File: src/rtl/perf_counter_sampler_pkg.sv
// Shared definitions for the performance-counter sampler: FSM encoding,
// counter address map and the wrapping delta helper used by the readout.
package perf_counter_sampler_pkg;

  // Number of hardware performance counters in the window
  localparam int unsigned PERF_NUM_CNT = 10;

  // Counter addresses inside the performance-counter window
  localparam logic [31:0] PERF_BR_MISS     = 32'd0;
  localparam logic [31:0] PERF_IC_MISS     = 32'd1;
  localparam logic [31:0] PERF_DC_MISS     = 32'd2;
  localparam logic [31:0] PERF_LD_CNT      = 32'd3;
  localparam logic [31:0] PERF_ST_CNT      = 32'd4;
  localparam logic [31:0] PERF_INSTRET     = 32'd5;
  localparam logic [31:0] PERF_CYCLES      = 32'd6;
  localparam logic [31:0] PERF_FE_STALL    = 32'd7;
  localparam logic [31:0] PERF_BE_STALL    = 32'd8;
  localparam logic [31:0] PERF_TOTAL_STALL = 32'd9;

  // Sweep FSM states
  typedef enum logic [1:0] {
    S_IDLE   = 2'd0,
    S_READ   = 2'd1,
    S_COMMIT = 2'd2
  } state_e;

  // Counter difference modulo 2^32; a wrapped or restarted counter
  // yields the modular distance rather than a saturated value.
  function automatic logic [31:0] wrap_delta(input logic [31:0] cur,
                                             input logic [31:0] prev);
    return cur - prev;
  endfunction

endpackage

File: src/rtl/perf_counter_sampler_if.sv
// Read-request bus between the sampler (initiator) and the data-port
// arbitration point. The response may be combinational on the request.
interface perf_counter_sampler_if;

  logic        mem_read;
  logic [31:0] mem_address;
  logic [31:0] mem_rdata;
  logic        mem_resp;

  modport master (
    output mem_read,
    output mem_address,
    input  mem_rdata,
    input  mem_resp
  );

  modport slave (
    input  mem_read,
    input  mem_address,
    output mem_rdata,
    output mem_resp
  );

endinterface

File: src/rtl/perf_period_timer.sv
// Free-running sweep interval timer. Counts while enabled, restarts on
// every sweep start, and pulses o_fire when it reaches period-1
// (a period of zero behaves like a period of one).
module perf_period_timer (
  input  logic        clk,
  input  logic        reset_n,
  input  logic        i_en,
  input  logic        i_clear,
  input  logic [31:0] i_period,
  output logic        o_fire
);

  logic [31:0] r_timer;
  logic [31:0] w_limit;
  logic        w_hit;

  // Terminal count for the current period setting
  always_comb begin
    w_limit = 32'd0;
    if (i_period != 32'd0) begin
      w_limit = i_period - 32'd1;
    end else begin
      w_limit = 32'd0;
    end
    w_hit = i_en & (r_timer == w_limit);
  end

  // Interval counter: held at zero when disabled, restarts on fire or sweep start
  always_ff @(posedge clk or negedge reset_n) begin
    if (!reset_n) begin
      r_timer <= 32'd0;
    end else if (!i_en) begin
      r_timer <= 32'd0;
    end else if (i_clear || w_hit) begin
      r_timer <= 32'd0;
    end else begin
      r_timer <= r_timer + 32'd1;
    end
  end

  assign o_fire = w_hit;

endmodule

File: src/rtl/perf_counter_sampler.sv
// Performance-counter sampler: sweeps the counter window into a shadow
// bank, commits it atomically as a snapshot, and exposes snapshot and
// per-counter delta through a select port.
module perf_counter_sampler
  import perf_counter_sampler_pkg::*;
#(
  parameter int unsigned NUM_CNT   = PERF_NUM_CNT,
  parameter logic [31:0] BASE_ADDR = 32'h0,
  parameter int unsigned TIMEOUT   = 64
) (
  input  logic                   clk,
  input  logic                   reset_n,
  input  logic                   start,
  input  logic                   periodic_en,
  input  logic [31:0]            period,
  input  logic                   clear_err,
  perf_counter_sampler_if.master mem,
  input  logic [3:0]             sel,
  output logic [31:0]            snap_data,
  output logic [31:0]            delta_data,
  output logic                   busy,
  output logic                   done,
  output logic [15:0]            sample_count,
  output logic                   timeout_err,
  output logic                   overrun
);

  localparam int unsigned IDX_W  = (NUM_CNT > 1) ? $clog2(NUM_CNT) : 1;
  localparam int unsigned WAIT_W = $clog2(TIMEOUT) + 1;

  localparam logic [1:0] ST_IDLE   = 2'(S_IDLE);
  localparam logic [1:0] ST_READ   = 2'(S_READ);
  localparam logic [1:0] ST_COMMIT = 2'(S_COMMIT);

  logic [1:0]        r_state;
  logic [IDX_W-1:0]  r_index;
  logic [WAIT_W-1:0] r_wait;
  logic              r_mem_read;
  logic [31:0]       r_mem_address;
  logic              r_done;
  logic              r_pending;
  logic [15:0]       r_sample_count;
  logic              r_timeout_err;
  logic              r_overrun;

  logic [31:0] r_shadow [NUM_CNT];
  logic [31:0] r_snap   [NUM_CNT];
  logic [31:0] r_prev   [NUM_CNT];

  logic w_fire;
  logic w_busy;
  logic w_trigger;
  logic w_start_sweep;
  logic w_resp_ok;
  logic w_last;
  logic w_timeout;

  perf_period_timer u_timer (
    .clk      (clk),
    .reset_n  (reset_n),
    .i_en     (periodic_en),
    .i_clear  (w_start_sweep),
    .i_period (period),
    .o_fire   (w_fire)
  );

  // Sweep-control decode: when a new sweep launches, response and timeout qualifiers
  always_comb begin
    w_busy        = (r_state != ST_IDLE);
    w_trigger     = start | w_fire | r_pending;
    w_resp_ok     = (r_state == ST_READ) & mem.mem_resp;
    w_last        = (r_index == IDX_W'(NUM_CNT - 1));
    w_timeout     = (r_state == ST_READ) & ~mem.mem_resp &
                    (r_wait == WAIT_W'(TIMEOUT - 1));
    w_start_sweep = 1'b0;
    case (r_state)
      ST_IDLE:   w_start_sweep = w_trigger;
      ST_COMMIT: w_start_sweep = r_pending | w_fire;
      default:   w_start_sweep = 1'b0;
    endcase
  end

  // Sweep FSM: request sequencing, address walk, wait counter and done pulse
  always_ff @(posedge clk or negedge reset_n) begin
    if (!reset_n) begin
      r_state       <= ST_IDLE;
      r_index       <= '0;
      r_wait        <= '0;
      r_mem_read    <= 1'b0;
      r_mem_address <= BASE_ADDR;
      r_done        <= 1'b0;
    end else begin
      r_done <= 1'b0;
      case (r_state)
        ST_IDLE: begin
          if (w_start_sweep) begin
            r_state       <= ST_READ;
            r_index       <= '0;
            r_wait        <= '0;
            r_mem_read    <= 1'b1;
            r_mem_address <= BASE_ADDR;
          end
        end
        ST_READ: begin
          if (mem.mem_resp) begin
            r_wait <= '0;
            if (w_last) begin
              // Last counter captured: release the bus and commit next cycle
              r_state       <= ST_COMMIT;
              r_index       <= '0;
              r_mem_read    <= 1'b0;
              r_mem_address <= BASE_ADDR;
              r_done        <= 1'b1;
            end else begin
              // Next address follows immediately, no idle cycle between reads
              r_index       <= r_index + IDX_W'(1);
              r_mem_address <= r_mem_address + 32'd1;
            end
          end else if (w_timeout) begin
            // Responder went silent: abandon the sweep, shadow is discarded
            r_state       <= ST_IDLE;
            r_index       <= '0;
            r_wait        <= '0;
            r_mem_read    <= 1'b0;
            r_mem_address <= BASE_ADDR;
          end else begin
            r_wait <= r_wait + WAIT_W'(1);
          end
        end
        ST_COMMIT: begin
          if (w_start_sweep) begin
            // A pending sweep chains directly into READ
            r_state       <= ST_READ;
            r_index       <= '0;
            r_wait        <= '0;
            r_mem_read    <= 1'b1;
            r_mem_address <= BASE_ADDR;
          end else begin
            r_state <= ST_IDLE;
          end
        end
        default: begin
          r_state       <= ST_IDLE;
          r_index       <= '0;
          r_wait        <= '0;
          r_mem_read    <= 1'b0;
          r_mem_address <= BASE_ADDR;
        end
      endcase
    end
  end

  // Shadow bank: capture each counter as its response arrives
  always_ff @(posedge clk or negedge reset_n) begin
    if (!reset_n) begin
      for (int i = 0; i < int'(NUM_CNT); i++) begin
        r_shadow[i] <= 32'd0;
      end
    end else if (w_resp_ok) begin
      r_shadow[r_index] <= mem.mem_rdata;
    end
  end

  // Snapshot/previous banks and sweep count: all entries move together in COMMIT
  always_ff @(posedge clk or negedge reset_n) begin
    if (!reset_n) begin
      for (int i = 0; i < int'(NUM_CNT); i++) begin
        r_snap[i] <= 32'd0;
        r_prev[i] <= 32'd0;
      end
      r_sample_count <= 16'd0;
    end else if (r_state == ST_COMMIT) begin
      for (int i = 0; i < int'(NUM_CNT); i++) begin
        r_prev[i] <= r_snap[i];
        r_snap[i] <= r_shadow[i];
      end
      r_sample_count <= r_sample_count + 16'd1;
    end
  end

  // Pending sweep latch: one timer fire while busy is remembered, extra fires merge
  always_ff @(posedge clk or negedge reset_n) begin
    if (!reset_n) begin
      r_pending <= 1'b0;
    end else if (w_start_sweep) begin
      r_pending <= 1'b0;
    end else if (w_busy && w_fire) begin
      r_pending <= 1'b1;
    end
  end

  // Sticky error flags: a set event in the same cycle beats clear_err
  always_ff @(posedge clk or negedge reset_n) begin
    if (!reset_n) begin
      r_timeout_err <= 1'b0;
      r_overrun     <= 1'b0;
    end else begin
      if (w_timeout) begin
        r_timeout_err <= 1'b1;
      end else if (clear_err) begin
        r_timeout_err <= 1'b0;
      end
      if (w_busy && w_fire) begin
        r_overrun <= 1'b1;
      end else if (clear_err) begin
        r_overrun <= 1'b0;
      end
    end
  end

  // Readout mux: out-of-range selects read as zero
  always_comb begin
    snap_data  = 32'd0;
    delta_data = 32'd0;
    if ({28'd0, sel} < NUM_CNT) begin
      snap_data  = r_snap[sel];
      delta_data = wrap_delta(r_snap[sel], r_prev[sel]);
    end else begin
      snap_data  = 32'd0;
      delta_data = 32'd0;
    end
  end

  assign mem.mem_read    = r_mem_read;
  assign mem.mem_address = r_mem_address;
  assign busy            = w_busy;
  assign done            = r_done;
  assign sample_count    = r_sample_count;
  assign timeout_err     = r_timeout_err;
  assign overrun         = r_overrun;

endmodule

File: src/flat_wrapper.sv
// flat-port wrapper written by rule: the top's interface ports become plain ports
module perf_counter_sampler_flat import perf_counter_sampler_pkg::*;
#(
  parameter int unsigned NUM_CNT   = PERF_NUM_CNT,
  parameter logic [31:0] BASE_ADDR = 32'h0,
  parameter int unsigned TIMEOUT   = 64
)
  (clk, reset_n, start, periodic_en, period, clear_err, sel, snap_data, delta_data, busy, done, sample_count, timeout_err, overrun, mem_mem_read, mem_mem_address, mem_mem_rdata, mem_mem_resp);
  perf_counter_sampler_if mem_i ();
  input  logic clk;
  input  logic reset_n;
  input  logic start;
  input  logic periodic_en;
  input  logic [31:0] period;
  input  logic clear_err;
  input  logic [3:0] sel;
  output logic [31:0] snap_data;
  output logic [31:0] delta_data;
  output logic busy;
  output logic done;
  output logic [15:0] sample_count;
  output logic timeout_err;
  output logic overrun;
  output wire logic [$bits(mem_i.mem_read)-1:0] mem_mem_read;
  output wire logic [$bits(mem_i.mem_address)-1:0] mem_mem_address;
  input wire logic [$bits(mem_i.mem_rdata)-1:0] mem_mem_rdata;
  input wire logic [$bits(mem_i.mem_resp)-1:0] mem_mem_resp;
  assign mem_mem_read = mem_i.mem_read;
  assign mem_mem_address = mem_i.mem_address;
  assign mem_i.mem_rdata = mem_mem_rdata;
  assign mem_i.mem_resp = mem_mem_resp;
  perf_counter_sampler #(.NUM_CNT(NUM_CNT), .BASE_ADDR(BASE_ADDR), .TIMEOUT(TIMEOUT)) u_core (.clk(clk), .reset_n(reset_n), .start(start), .periodic_en(periodic_en), .period(period), .clear_err(clear_err), .mem(mem_i), .sel(sel), .snap_data(snap_data), .delta_data(delta_data), .busy(busy), .done(done), .sample_count(sample_count), .timeout_err(timeout_err), .overrun(overrun));
endmodule
File: config.mk
export PLATFORM = sky130hd
export DESIGN_NAME = perf_counter_sampler_flat
export DESIGN_NICKNAME = d
export VERILOG_FILES = /design/src/rtl/perf_counter_sampler_pkg.sv /design/src/rtl/perf_counter_sampler_if.sv /design/src/rtl/perf_period_timer.sv /design/src/rtl/perf_counter_sampler.sv /design/src/flat_wrapper.sv
export SDC_FILE = /design/constraint.sdc
export NUM_CORES = 2
export LEC_CHECK = 0
export CORE_ASPECT_RATIO = 2
export CORE_MARGIN = 5
export CORE_UTILIZATION = 55
export CTS_CLUSTER_DIAMETER = 150
export DETAILED_ROUTE_END_ITERATION = 12
export DONT_BUFFER_PORTS = 1
export PLACE_DENSITY_LB_ADDON = 0.1
export SLEW_MARGIN = 40
export SYNTH_ARGS = -nofsm -noshare
export SYNTH_HDL_FRONTEND = slang
export SYNTH_SLANG_ARGS = --single-unit
File: constraint.sdc
create_clock -name clk -period 13.73 [get_ports clk]
set_input_delay 1.373 -clock clk [delete_from_list [all_inputs] [get_ports clk]]
set_output_delay 1.373 -clock clk [all_outputs]
set_load 0.005 [all_outputs]
# == Word-level counts from Yosys, hierarchy flattened ==
# Cells that the tools add are included.
# word_totals
wordCells,132
in_bits,74
output_inout_bits,117
regBits,1058
# op_classes
order_cmp,4
eq_ne,9
addsub,7
mux,48
reduce_logical,13
bitwise_logic,10
# op_table
op,n
$mux W32,14
$bwmux W320,1
$bmux W32 S4,2
$demux W32 S4,1
$add A32 B1 Y32 const B,2
$pmux W32 S2,1
$eq A32 B32 Y1,1
$reduce_bool A32 Y1,1
$sub A32 B1 Y32 const B,1
$sub A32 B32 Y32,1
$mux W7,3
$add A16 B1 Y16 const B,1
$mux W4,4
$pmux W7 S2,1
$mux W1,13
$ge A5 B5 Y1 const B,2
$not A4 Y5,2
$mux W2,4
$pmux W4 S2,1
$reduce_bool A2 Y1,4
$add A7 B1 Y7 const B,1
$eq A7 B6 Y1 const B,1
$ne A3 B2 Y1 const B,2
$pmux W2 S3,1
other kinds (18),26

# == Longest topological paths before layout ==
# logic_depth
ltp_word,10
ltp_mapped,22
mapped_depth_nobuf,17

# == By module ==
# Synthesis repeated with hierarchy kept, for this count alone.
# hier_totals
hier_cells,4990
area_unflattened_um2,49555.0
# by_module_without_submodules
module,area_per_inst_um2,cells_per_inst,instances,seq_area_each_um2
perf_counter_sampler,46206.8,4588,1,25674.6
perf_period_timer,3348.2,402,1,800.8

# == Worst setup path after synthesis ==
# No wires, ideal clock.
# synth_path
path_type,input -> output
from,in sel[0]
to,out delta_data[31]
cell_stages,19
setup_slack_ps,6116
arrival_ps,6241
cell_sequence,clkbuf_1 > clkbuf_1 > buf_1 > clkbuf_1 > clkbuf_1 > mux2_2 > a22oi_1 > o21ai_0 > ha_1 > clkbuf_1 > a2111o_1 > o21ai_0 > o21ai_0 > a221oi_1 > o32ai_1 > o41a_1 > a31oi_1 > xnor2_1 > nor2_1
# synth_via
elab_chain_cells,6
elab_cells_between_ends,10
cone_classes,add/sub (1); order compare (1); mux (7); bitwise (1)
# synth_lines
element,line,source
start: declaration,flat_wrapper.sv:16,input logic [3:0] sel;
$not A4 Y5 (implied by the code),perf_counter_sampler.sv:217,"delta_data = wrap_delta(r_snap[sel], r_prev[sel]);"
$bmux W32 S4,perf_counter_sampler.sv:217,
$mux W32 (implied by the code) (2 in a row),perf_counter_sampler.sv:217,
$sub A32 B32 Y32,perf_counter_sampler_pkg.sv:31,return cur - prev;
$mux W32 *,perf_counter_sampler.sv:215,"if ({28'd0, sel} < NUM_CNT) begin"
end: declaration,flat_wrapper.sv:18,output logic [31:0] delta_data;
# Mark *: on every way between the ends. The rest lies on a longest branch, timed or not. The select of a mux whose other input is x is not followed.

# == Worst setup path in the final report ==
# layout_path
from,in sel[3]
to,out delta_data[31]
# Same word-level chain as after synthesis.

==> flow_metrics.tcl <==
set metrics [dict create \
    run_status "complete, no violations" \
    fp.dieArea_um2 95400 \
    power.switching_fraction_pct 23.7 \
    grt_pass1_vias 35400 \
    grtUsageMet2_pct 49.9 \
    cp.arrival_ns 6.42 \
    worst_skew_pair.late_latency_ns 0.69 \
    synthesis.instances 4877 \
    post-synth-top-area-cell "sky130_fd_sc_hd__dfrtp_1" \
    synth_sequential_area_ratio_pct 54.1 \
    drt_wl_total_um 132000 \
    combPwrFrac_pct 8.7 \
    p_per_area_nw_per_um2 131 \
    fill_cells 7575 \
    layout_cells_sized_above_1_pct 15.9 \
    global_route.peak_usage_layer "met2" \
    drt_pass1_iterations 7 \
    proportion_of_synthesized_flip_flops_having_asynchronous_set_or_reset_pct 100 \
    setup_total_negative_slack_ns 0 \
    place_hpwl_um 83000 \
    post_drt_via_cell_ratio 5.78 \
    gp_congestion 0.954 \
    global_route_wire_length_before_repair_um 208000 \
    drcViolationCount 0 \
    use_met3_pct 5.12 \
    power.sequential.fraction_pct 51.4 \
    max_root_sink_buffers 3 \
    crit_family "compound AO/OA/AOI/OAI gates" \
    clk_pin_slew_ns 0.07 \
    die-height_um 432 \
    netlist_area_um2 48900 \
    p_leak_nw 27.2 \
    report.final.hold_viol_count 0 \
    crit_path_top_delay_cell "sky130_fd_sc_hd__o21ai_0" \
    routed_wire_length_per_instance_um 22.1 \
    cts_repair_resize_count 0 \
    max_slew.worst_pin.slew_ns 0.858 \
    synth_top_cell_area_share_pct 54.1 \
    use_met1_pct 33.0 \
    cp.buffers_inverters 3 \
    max_cap_violations 0 \
    postRouteAntennaNets 0 \
    setup_repair_after_global_routing_missed_its_margin "no" \
    finish.net_count 4818 \
    crit_path_cell_trace "clkinv_2 -> nor2_4 -> buf_4 -> a22oi_1 -> o21ai_0 -> ha_1 -> nor2b_1 -> o31a_1 -> o21ai_0 -> o21ai_0 -> a221oi_1 -> buf_2 -> o32ai_1 -> o41a_1 -> a31oi_1 -> xnor2_1 -> nor2_1" \
    report.final.slew_viol_count 0 \
    dr.first_iter.drc_count 2791 \
    grt_overflow_total 0 \
    max_slew_margin_pct 42.6 \
    antenna_cells_inserted 0 \
    setup.worst_path.class "primary input to primary output" \
    detailroute.via_count 34500 \
    synth.area.top_cells "sky130_fd_sc_hd__dfrtp_1 54%, sky130_fd_sc_hd__nand2_1 16%, sky130_fd_sc_hd__mux2_2 8.9%, sky130_fd_sc_hd__mux4_2 5.8%, sky130_fd_sc_hd__clkbuf_1 1.9%" \
    finalSetupViolCount 0 \
    numClockSinks 1058 \
    p_clk_share_pct 39.9 \
    power_mw 6.99 \
    initial_antenna_violation_count 1 \
    grt_usage_pct 27.6 \
    io-pin-count 191 \
    cts_tree "built" \
    postSynthNetCount 4988 \
    floorplan.core_area_um2 88200 \
    ys_ff_latch 1058 \
    cts_made_buffers 94 \
    irDropWorstVdd_v 0.000123 \
    die_w_um 221 \
    syn-mean-instance-area_um2 10.0 \
    ctsRootBufferMaster "sky130_fd_sc_hd__clkbuf_16" \
    synth_edf_count 0 \
    worst_endpoint_required_time_ns 12.36 \
    holdBufCountCts 0 \
    cpPeakStageDelay_ns 0.53 \
    total_switching_power_mw 1.66 \
    clock_tree.htree_level_count 3 \
    setup.worst_path.start_class "primary input" \
    fmax_mhz 128 \
    port_buffers 0 \
    p_int_mw 5.33 \
    hp-class "primary input to asynchronous set/reset pin" \
    fin_hold_ws_ns 0.394 \
    post_cts.repair.setup_buffers 0 \
    fp-row-count 154 \
    synth.lib_cells_used.distinct 80 \
    initial_core_util_pct 55.4 \
    pin_count_of_the_biggest_net_entering_global_routing 194 \
    synth_top_flop_cell "sky130_fd_sc_hd__dfrtp_1" \
    syn2layout_area_growth_pct 8.98 \
    critical_path_peak_fanout 31 \
    kind_of_end_point_of_the_critical_path "primary output" \
    period_share_pct 56.8 \
    finalCriticalPeriod_ns 7.79 \
    synth_warnings 0 \
    clock_skew_ns 0.0302 \
    critical_path.most_common_cell "sky130_fd_sc_hd__o21ai_0" \
]
==> stage by stage <==
step	cells	utilization (%)	setup WS (ns)	instance area, um2
3_5_place_dp	5777	56.6	5.69	50000
6_report	5957	60.4	5.94	53300
5_1_grt	5957	60.4	5.67	53300
2_1_floorplan	4877	-	6.12	48900
4_1_cts	5953	60.3	5.69	53200
3_3_place_gp	5763	56.2	5.85	49600
==> state kept, by name (all words and copies together), names as in the netlist <==
signal,cells
u_core.r_prev,320
u_core.r_index,4
u_core.r_wait,7
u_core.r_shadow,320
u_core.mem.mem_address,32
u_core.sample_count,16
u_core.u_timer.r_timer,32
u_core.r_state,2
u_core.overrun,1
u_core.timeout_err,1
u_core.r_pending,1
u_core.r_snap,320
u_core.done,1
u_core.mem.mem_read,1
==> metal layers <==
metal,wire length [um],up-vias
met5,0,-
met2,69500,751
met4,5540,0
met3,6230,240
met1,50400,17500
li1,-,15900
==> cell type report <==
| type | count | area [um2] | area share [%] |
|---|---|---|---|
| flip-flops and latches | 1058 | 26500 | 49.6 |
| repair buffers | 56 | 797 | 1.49 |
| clock inverters | 48 | 554 | 1.04 |
| well taps | 1170 | 1460 | 2.75 |
| clock buffers | 128 | 2690 | 5.05 |
| multi-input cells | 3470 | 21200 | 39.8 |
| inverters | 27 | 103 | 0.192 |
==> power groups by stage <==
stage	registers [mW]	clock network, mW	logic (mW)
floorplan	3.60	0	0.469
global placement	3.64	0	0.517
detailed placement	3.65	0	0.610
CTS	3.59	2.85	0.611
global route	3.63	2.97	0.668
finish	3.59	2.79	0.607
==> worst paths after layout <==
kind                                           start                    endpoint  slack (ns)  cells past startpoint
max                                           sel[3]              delta_data[31]        5.94                     17
min                                          reset_n  u_core.u_timer.r_timer[28]        0.39                      0
max reg2reg                u_core.u_timer.r_timer[0]  u_core.mem.mem_address[14]        9.72                     11
min reg2reg                     u_core.r_shadow[252]          u_core.r_snap[252]        0.44                      2
max in group asynchronous                    reset_n          u_core.r_prev[202]       11.29                      4
min in group clk                u_core.r_shadow[252]          u_core.r_snap[252]        0.44                      2
==> synth_stat cells (15+ instances only) <==
library cell	count
sky130_fd_sc_hd__a21o_1	26
sky130_fd_sc_hd__a21oi_1	40
sky130_fd_sc_hd__a22oi_1	67
sky130_fd_sc_hd__a2bb2oi_1	31
sky130_fd_sc_hd__and3_1	30
sky130_fd_sc_hd__buf_1	65
sky130_fd_sc_hd__clkbuf_1	245
sky130_fd_sc_hd__dfrtp_1	1058
sky130_fd_sc_hd__ha_1	36
sky130_fd_sc_hd__inv_1	27
sky130_fd_sc_hd__mux2_2	386
sky130_fd_sc_hd__mux4_2	127
sky130_fd_sc_hd__nand2_1	2035
sky130_fd_sc_hd__nand3_1	47
sky130_fd_sc_hd__nand4_1	28
sky130_fd_sc_hd__nor2_1	134
sky130_fd_sc_hd__nor3_1	38
sky130_fd_sc_hd__o21ai_0	99
sky130_fd_sc_hd__or3_1	15
sky130_fd_sc_hd__xnor2_1	65
sky130_fd_sc_hd__xor2_1	44
==> logic make-up after synthesis <==
logic type	share of synthesized area, %
compound gates	5.49
flops	54.1
buf+inv	2.74
simple gates	19.8
xor+xnor	2.00
fa+ha+maj	0.961
mux	14.9
==> layout by cell type (no fill, tap or decap), drive strengths merged, types with 36 or more instances in the layout <==
cell / n
buf: 56
nor2: 134
a21oi: 40
dfrtp: 1058
xor2: 44
nor3: 38
o21ai: 102
clkbuf: 128
xnor2: 65
nand3: 47
mux4: 127
ha: 36
a22oi: 67
mux2: 386
nand2: 2035
Power figures use the tool's default switching activity.
